$ cat config.mk
export PLATFORM = sky130hd
export DESIGN_NAME = branch_target_unit
export DESIGN_NICKNAME = d
export VERILOG_FILES = /design/src/rtl/branch_target_unit.sv
export SDC_FILE = /design/constraint.sdc
export NUM_CORES = 1
export LEC_CHECK = 0
export BUFFER_PORTS_ARGS = -buffer_cell sky130_fd_sc_hd__buf_2
export CELL_PAD_IN_SITES_DETAIL_PLACEMENT = 0
export CELL_PAD_IN_SITES_GLOBAL_PLACEMENT = 1
export CORE_MARGIN = 1.5
export CORE_UTILIZATION = 27
export DETAILED_ROUTE_END_ITERATION = 10
export GPL_TIMING_DRIVEN = 0
export PLACE_DENSITY_LB_ADDON = 0.3
export REMOVE_ABC_BUFFERS = 1
export SLEW_MARGIN = 0
export SYNTH_ARGS = -nofsm -noshare
export SYNTH_HDL_FRONTEND = slang
export SYNTH_SLANG_ARGS = --single-unit
$ cat constraint.sdc
create_clock -name clk -period 3.09 [get_ports clk]
set_clock_uncertainty 0.15 [all_clocks]
set_input_delay 0.309 -clock clk [delete_from_list [all_inputs] [get_ports clk]]
set_output_delay 0.309 -clock clk [all_outputs]
set_load 0.02 [all_outputs]
$ cat src/rtl/branch_target_unit.sv
// ---------------------------------------------------------------------------
// branch_target_unit
//
// Purpose:
//   Computes a branch target as program_counter + sign-extended immediate
//   (word addressed, no shift) behind a single valid/ready output register,
//   and optionally hosts a direct-mapped branch target buffer (BTB) for
//   fetch-time prediction.
//
// Configuration:
//   BTU_BTB_EN  - when defined, the BTB (lookup + resolved-branch update) is
//                 built. When undefined, there is no BTB storage, pred_hit and
//                 pred_target are tied to 0 and the update inputs are ignored.
//                 The calculation path is identical in both builds.
//
// Parameters:
//   PC_W       program-counter / target width (>= 4)
//   IMM_W      immediate width (>= 2)
//   BTB_DEPTH  BTB entry count (power of 2, 2..64, log2 < PC_W)
//
// Ports:
//   clk, rst_n        single rising-edge clock, asynchronous active-low reset
//   in_valid/in_ready request handshake (in_ready = !bt_valid || bt_ready)
//   immediate         signed word offset
//   program_counter   next-instruction PC
//   bt_valid/bt_ready result handshake
//   BT, bt_wrap       registered target and wrap flag
//   lookup_pc         fetch PC; pred_hit/pred_target answer one cycle later
//   upd_*             resolved-branch update of the BTB
// ---------------------------------------------------------------------------
module branch_target_unit #(
  parameter int PC_W      = 8,
  parameter int IMM_W     = 16,
  parameter int BTB_DEPTH = 8
) (
  input  logic              clk,
  input  logic              rst_n,
  input  logic              in_valid,
  output logic              in_ready,
  input  logic [IMM_W-1:0]  immediate,
  input  logic [PC_W-1:0]   program_counter,
  output logic              bt_valid,
  input  logic              bt_ready,
  output logic [PC_W-1:0]   BT,
  output logic              bt_wrap,
  input  logic [PC_W-1:0]   lookup_pc,
  output logic              pred_hit,
  output logic [PC_W-1:0]   pred_target,
  input  logic              upd_valid,
  input  logic [PC_W-1:0]   upd_pc,
  input  logic [PC_W-1:0]   upd_target,
  input  logic              upd_taken
);

  // Two extra bits beyond the wider operand hold any signed sum of an
  // unsigned PC and a signed immediate without overflow.
  localparam int SUM_W = ((PC_W > IMM_W) ? PC_W : IMM_W) + 2;

  // -------------------------------------------------------------------------
  // Calculation path
  // -------------------------------------------------------------------------
  logic [SUM_W-1:0] pcExt;
  logic [SUM_W-1:0] immExt;
  logic [SUM_W-1:0] sumExt;
  logic             accept;
  logic             btValid_q, btValid_d;
  logic [PC_W-1:0]  btTarget_q, btTarget_d;
  logic             btWrap_q, btWrap_d;

  assign in_ready = !btValid_q || bt_ready;
  assign accept   = in_valid && in_ready;

  // The sum leaves 0..2^PC_W-1 exactly when any bit above PC_W is set:
  // negative results carry a sign bit, large positives carry a high bit.
  always_comb begin
    pcExt      = {{(SUM_W-PC_W){1'b0}}, program_counter};
    immExt     = {{(SUM_W-IMM_W){immediate[IMM_W-1]}}, immediate};
    sumExt     = pcExt + immExt;
    btTarget_d = sumExt[PC_W-1:0];
    btWrap_d   = |sumExt[SUM_W-1:PC_W];
  end

  // Accept takes priority over drain so a simultaneous accept and drain
  // replaces the result while bt_valid stays high.
  always_comb begin
    btValid_d = btValid_q;
    if (accept) begin
      btValid_d = 1'b1;
    end else if (bt_ready) begin
      btValid_d = 1'b0;
    end
  end

  // Data registers load only on accept, so they hold under back-pressure.
  always_ff @(posedge clk or negedge rst_n) begin
    if (!rst_n) begin
      btValid_q  <= 1'b0;
      btTarget_q <= '0;
      btWrap_q   <= 1'b0;
    end else begin
      btValid_q <= btValid_d;
      if (accept) begin
        btTarget_q <= btTarget_d;
        btWrap_q   <= btWrap_d;
      end
    end
  end

  assign bt_valid = btValid_q;
  assign BT       = btTarget_q;
  assign bt_wrap  = btWrap_q;

  // -------------------------------------------------------------------------
  // Branch target buffer
  // -------------------------------------------------------------------------
`ifdef BTU_BTB_EN
  localparam int IDX_W = $clog2(BTB_DEPTH);
  localparam int TAG_W = PC_W - IDX_W;

  logic [BTB_DEPTH-1:0] entryValid_q, entryValid_d;
  logic [TAG_W-1:0]     entryTag_q    [BTB_DEPTH];
  logic [PC_W-1:0]      entryTarget_q [BTB_DEPTH];

  logic [IDX_W-1:0] lookupIdx;
  logic [TAG_W-1:0] lookupTag;
  logic [IDX_W-1:0] updIdx;
  logic [TAG_W-1:0] updTag;
  logic             lookupHit;
  logic             predHit_q, predHit_d;
  logic [PC_W-1:0]  predTarget_q, predTarget_d;

  assign lookupIdx = lookup_pc[IDX_W-1:0];
  assign lookupTag = lookup_pc[PC_W-1:IDX_W];
  assign updIdx    = upd_pc[IDX_W-1:0];
  assign updTag    = upd_pc[PC_W-1:IDX_W];

  // Lookup reads the current (pre-update) array contents, which gives
  // read-before-write when lookup and update hit the same index.
  always_comb begin
    lookupHit    = entryValid_q[lookupIdx] && (entryTag_q[lookupIdx] == lookupTag);
    predHit_d    = lookupHit;
    predTarget_d = lookupHit ? entryTarget_q[lookupIdx] : '0;
  end

  // A taken branch claims its slot unconditionally; a not-taken branch only
  // evicts the slot if it is the current occupant.
  always_comb begin
    entryValid_d = entryValid_q;
    if (upd_valid) begin
      if (upd_taken) begin
        entryValid_d[updIdx] = 1'b1;
      end else if (entryTag_q[updIdx] == updTag) begin
        entryValid_d[updIdx] = 1'b0;
      end
    end
  end

  always_ff @(posedge clk or negedge rst_n) begin
    if (!rst_n) begin
      entryValid_q <= '0;
      predHit_q    <= 1'b0;
      predTarget_q <= '0;
    end else begin
      entryValid_q <= entryValid_d;
      predHit_q    <= predHit_d;
      predTarget_q <= predTarget_d;
    end
  end

  // Tags and targets are qualified by the valid bits, so they need no reset.
  always_ff @(posedge clk) begin
    if (upd_valid && upd_taken) begin
      entryTag_q[updIdx]    <= updTag;
      entryTarget_q[updIdx] <= upd_target;
    end
  end

  assign pred_hit    = predHit_q;
  assign pred_target = predTarget_q;
`else
  logic                         unusedBtbInputs;
  logic [$clog2(BTB_DEPTH)-1:0] unusedIdx;

  assign unusedBtbInputs = ^{lookup_pc, upd_valid, upd_pc, upd_target, upd_taken};
  assign unusedIdx       = lookup_pc[$clog2(BTB_DEPTH)-1:0];

  assign pred_hit    = 1'b0;
  assign pred_target = '0;
`endif

endmodule

## Yosys cells after proc, flatten, opt, wreduce, memory -nomap -nowiden

Cells that the tools add are included.

| storage, ports and cells | value |
|---|---|
| register bits | 10 |
| input port bits | 54 |
| output and inout port bits | 20 |

| cells by class | value |
|---|---|
| add/subtract/negate cells | 1 |
| mux-type cells | 2 |
| reductions and logical operators | 5 |

Operators by type and width:

| cell | number |
|---|---|
| adder 9 x 16 -> 17 bit | 1 |
| OR reduction 10 bit | 1 |
| 2-to-1 mux 1 bit | 2 |
| nonzero test 2 bit | 1 |
| logical AND 1 bit | 1 |
| zero test 1 bit | 1 |
| logical OR 1 bit | 1 |

## Longest topological paths before layout

| depth | value |
|---|---|
| depth in word-level cells | 4 |
| depth in mapped cells | 8 |
| mapped depth without buffers | 8 |

## Least setup slack after synthesis

OpenSTA, ideal clock, no wires.

| timing path | value |
|---|---|
| path type | input to register |
| start | in immediate[0] |
| end | reg btWrap_q, in the netlist bt_wrap |
| setup time | 0.129 ns |
| data arrival time | 2.024 ns |
| required time | 2.811 ns |
| slack | 0.786 ns |
| stages on the path | 8 |
| cells stage by stage | ha_1 > fa_1 > a21oi_2 > o21ai_1 > or4_1 > a31oi_1 > mux2i_1 > a31oi_1 |

| between the ends | value |
|---|---|
| word-level cells in the longest chain between the ends | 2 |

Ends and longest elaborated chain:

| element | RTL line | RTL |
|---|---|---|
| from (decl) | 40 | `input logic [IMM_W-1:0] immediate,` |
| adder 9 x 16 -> 17 bit | 78 | `sumExt = pcExt + immExt;` |
| OR reduction 10 bit | 80 | `btWrap_d = \|sumExt[SUM_W-1:PC_W];` |
| to (signal assigned) | 104 | `btWrap_q <= btWrap_d;` |
| to (decl) | 68 | `logic btWrap_q, btWrap_d;` |

Every way passes these cells.
A chain may end at the register's enable or synchronous reset.

## Final worst setup path

Ends and elaborated chain as after synthesis.

==> run summary <==
Outcome: complete, no violations
Total wire length: 1760 um
Worst-path clk slew: 0.06 ns
Mux contribution to synthesized area: 3.68%
Antenna violations before repair: 0
# diodes: 0
Post-CTS Setup Repair Bufs: 0
Peak supply drop: 103 uV
Routed WL per cell: 9.58 um
Critical path class: primary input to flip-flop
Fmax: 430 MHz
DR vias/cell: 4.41
Count of input and output buffers: 38
Design area: 1120 um2
Fin nets: 205
Final core occ: 36.4%
Worst Setup SP: immediate[0]
Startpoint Class: primary input
RePlAce Congestion: 0.641
R2R cell count: 3
Root Buffer: clkbuf_4
Syn Inst Count: 100
TritonCTS Sinks: 10
Hold Violations, Final: 0
Via count: 811
Register area share after synthesis: 28.3%
Drt pass-1 iters: 4
Reg-to-reg startpoint: bt_valid
CP max FO: 3
Endpoints failing setup: 0
Complex-gate fraction of the synthesized area: 19.4%
Cell area after synthesis: 885 um2
Hpwl dp: 1510 um
Grt total ovfl: 0
Synth Area in Adders: 13.6%
Largest net degree at the start of global routing: 16
Critical path endpoint category: flip-flop
Die H: 60.2 um
Most common cell after layout, fill and taps aside: buf_2
Filler Cells Inserted: 342
Initial Utilization: 28.7%
CP required: 3.07 ns
Die W: 60.2 um
Mean Syn Cell Area: 8.85 um2
GR Util met2: 16.0%
H-Tree Level Count: 1
ANT nets after route: 0
Grt peak-use layer: met2
CTS Buf Count: 3
Yosys warns: 0
Period minus WS final: 2.32 ns
Capture point of the worst reg-to-reg path: BT[0]
Maxcap violations: 0
Max-slew violations: 0
Hold crit path type: primary input to flip-flop
Share of cells above drive strength 1: 33.6%
Synth unique cells: 28
PD cells: 387 nW/um2
PnR Total Power: 0.434 mW
First-pass GRT wire length: 2860 um
#FFs+latches synth: 10
Layout area overhead: 26.7%
Commonest cells after routing, fill and taps aside: 38 x buf_2, 13 x nand2_1, 10 x dfrtp_1
DR iter-0 viols: 12
CTS Buffer Depth: 2
RSZ-0062 raised after global routing: false
R2R Setup Slk: 1.61 ns
Worst Path Arrival: 2.31 ns
FF/Latch Area: 250 um2
Lkg Pwr: 0.554 nW
Setup TNS: 0 ns
Row cnt: 20
DRC: 0
Total GRT Usage: 10.6%
Resized Gates After CTS: 0
DP Area: 1090 um2
Largest family of logic cells by synthesized area: simple AND/OR/NAND/NOR gates
Met3 usage in global routing: 0.649%
Final period util: 75.2%
DIE AREA: 3630 um2
Clock Latency Late Sink: 0.25 ns
CTS tree: done
Core area: 3080 um2
Post-Synth Simple-Gate Area: 19.7%
Worst Setup EP: bt_wrap
Io pins: 74
Area of the multi-input gates: 593 um2
Xor and xnor area share after synthesis: 6.93%
Met1 GRT Util: 14.2%
Vias in the first global route: 688
==> registers in the layout (all words and copies together) (netlist names) <==
name      count
BT            8
bt_valid      1
bt_wrap       1
==> stage by stage <==
| stage | instances | hold WS (ns) | setup WS (ns) |
|---|---|---|---|
| global placement | 180 | 0.0304 | 0.471 |
| finish | 184 | 0.125 | 0.766 |
| detailed placement | 180 | 0.0305 | 0.488 |
| global route | 184 | 0.146 | 0.621 |
| floorplan | 98 | -0.137 | 0.786 |
| CTS | 184 | 0.115 | 0.757 |
==> repair_timing <==
action / in CTS / in global routing
hold buffers: 1 / 0
endpoints found under the hold margin: 10 / 0
setup endpoints to repair: 0 / 0
==> power by group <==
group / internal [mW] / switching [mW]
Combinational: 0.0752 / 0.112
Sequential: 0.154 / 0.0104
Clock: 0.0446 / 0.0370
Total: 0.274 / 0.159
==> logic make-up (layout without fill, tap and decap cells) <==
kind of cell,count (synthesis),count (layout)
xor+xnor,7,7
buf+inv,10,42
mux,3,3
other cells,1,9
simple gates,33,33
flops,10,10
fa+ha+maj,9,9
compound gates,27,27
==> synth_stat cells <==
| library cell | number | area (um2) |
|---|---|---|
| a211oi_2 | 1 | 12.5 |
| a21o_1 | 3 | 22.5 |
| a21oi_1 | 4 | 20.0 |
| a21oi_2 | 2 | 17.5 |
| a31oi_1 | 5 | 31.3 |
| and2b_2 | 1 | 8.76 |
| and3_1 | 2 | 12.5 |
| buf_4 | 9 | 67.6 |
| clkbuf_1 | 1 | 3.75 |
| conb_1 | 1 | 3.75 |
| dfrtp_1 | 10 | 250 |
| fa_1 | 1 | 20.0 |
| ha_1 | 8 | 100 |
| mux2_2 | 2 | 22.5 |
| mux2i_1 | 1 | 10.0 |
| nand2_1 | 13 | 48.8 |
| nand2b_1 | 5 | 31.3 |
| nand3_1 | 3 | 15.0 |
| nand4_1 | 3 | 18.8 |
| nor2b_1 | 1 | 6.26 |
| nor3_1 | 2 | 10.0 |
| o211ai_1 | 1 | 7.51 |
| o21ai_0 | 6 | 30.0 |
| o21ai_1 | 3 | 15.0 |
| o31ai_1 | 2 | 15.0 |
| or4_1 | 3 | 22.5 |
| xnor2_1 | 3 | 26.3 |
| xor2_1 | 4 | 35.0 |
==> worst max-delay path, cell delays in order <==
cell     delay, ns
buf_2         0.10
ha_1          0.22
fa_1          0.43
a21oi_2       0.17
o21ai_1       0.12
or4_1         0.41
a31oi_1       0.22
mux2i_1       0.23
a31oi_1       0.10
==> per-layer routing <==
metal | wire [um] | share of wire, %
met1 | 835 | 47
met2 | 790 | 45
met3 | 110 | 6.2
met4 | 27 | 1.5
met5 | 0 | 0
==> how the worst min path moves through the flow <==
stage / start / to / cells past startpoint
floorplan: rst_n / BT[0] / 0
detailed placement: rst_n / BT[1] / 1
finish: in_valid / bt_valid / 2
global route: in_valid / bt_valid / 2
CTS: in_valid / bt_valid / 2
global placement: rst_n / BT[0] / 1
==> area by class of cell <==
cell class                 count  area share, %
clock buffer                   3           2.01
multi-input combinational     88           52.9
sequential                    10           22.3
tap                           44           4.91
timing repair buffer          39           17.9
Note: power is estimated with default switching activity, not from simulation.
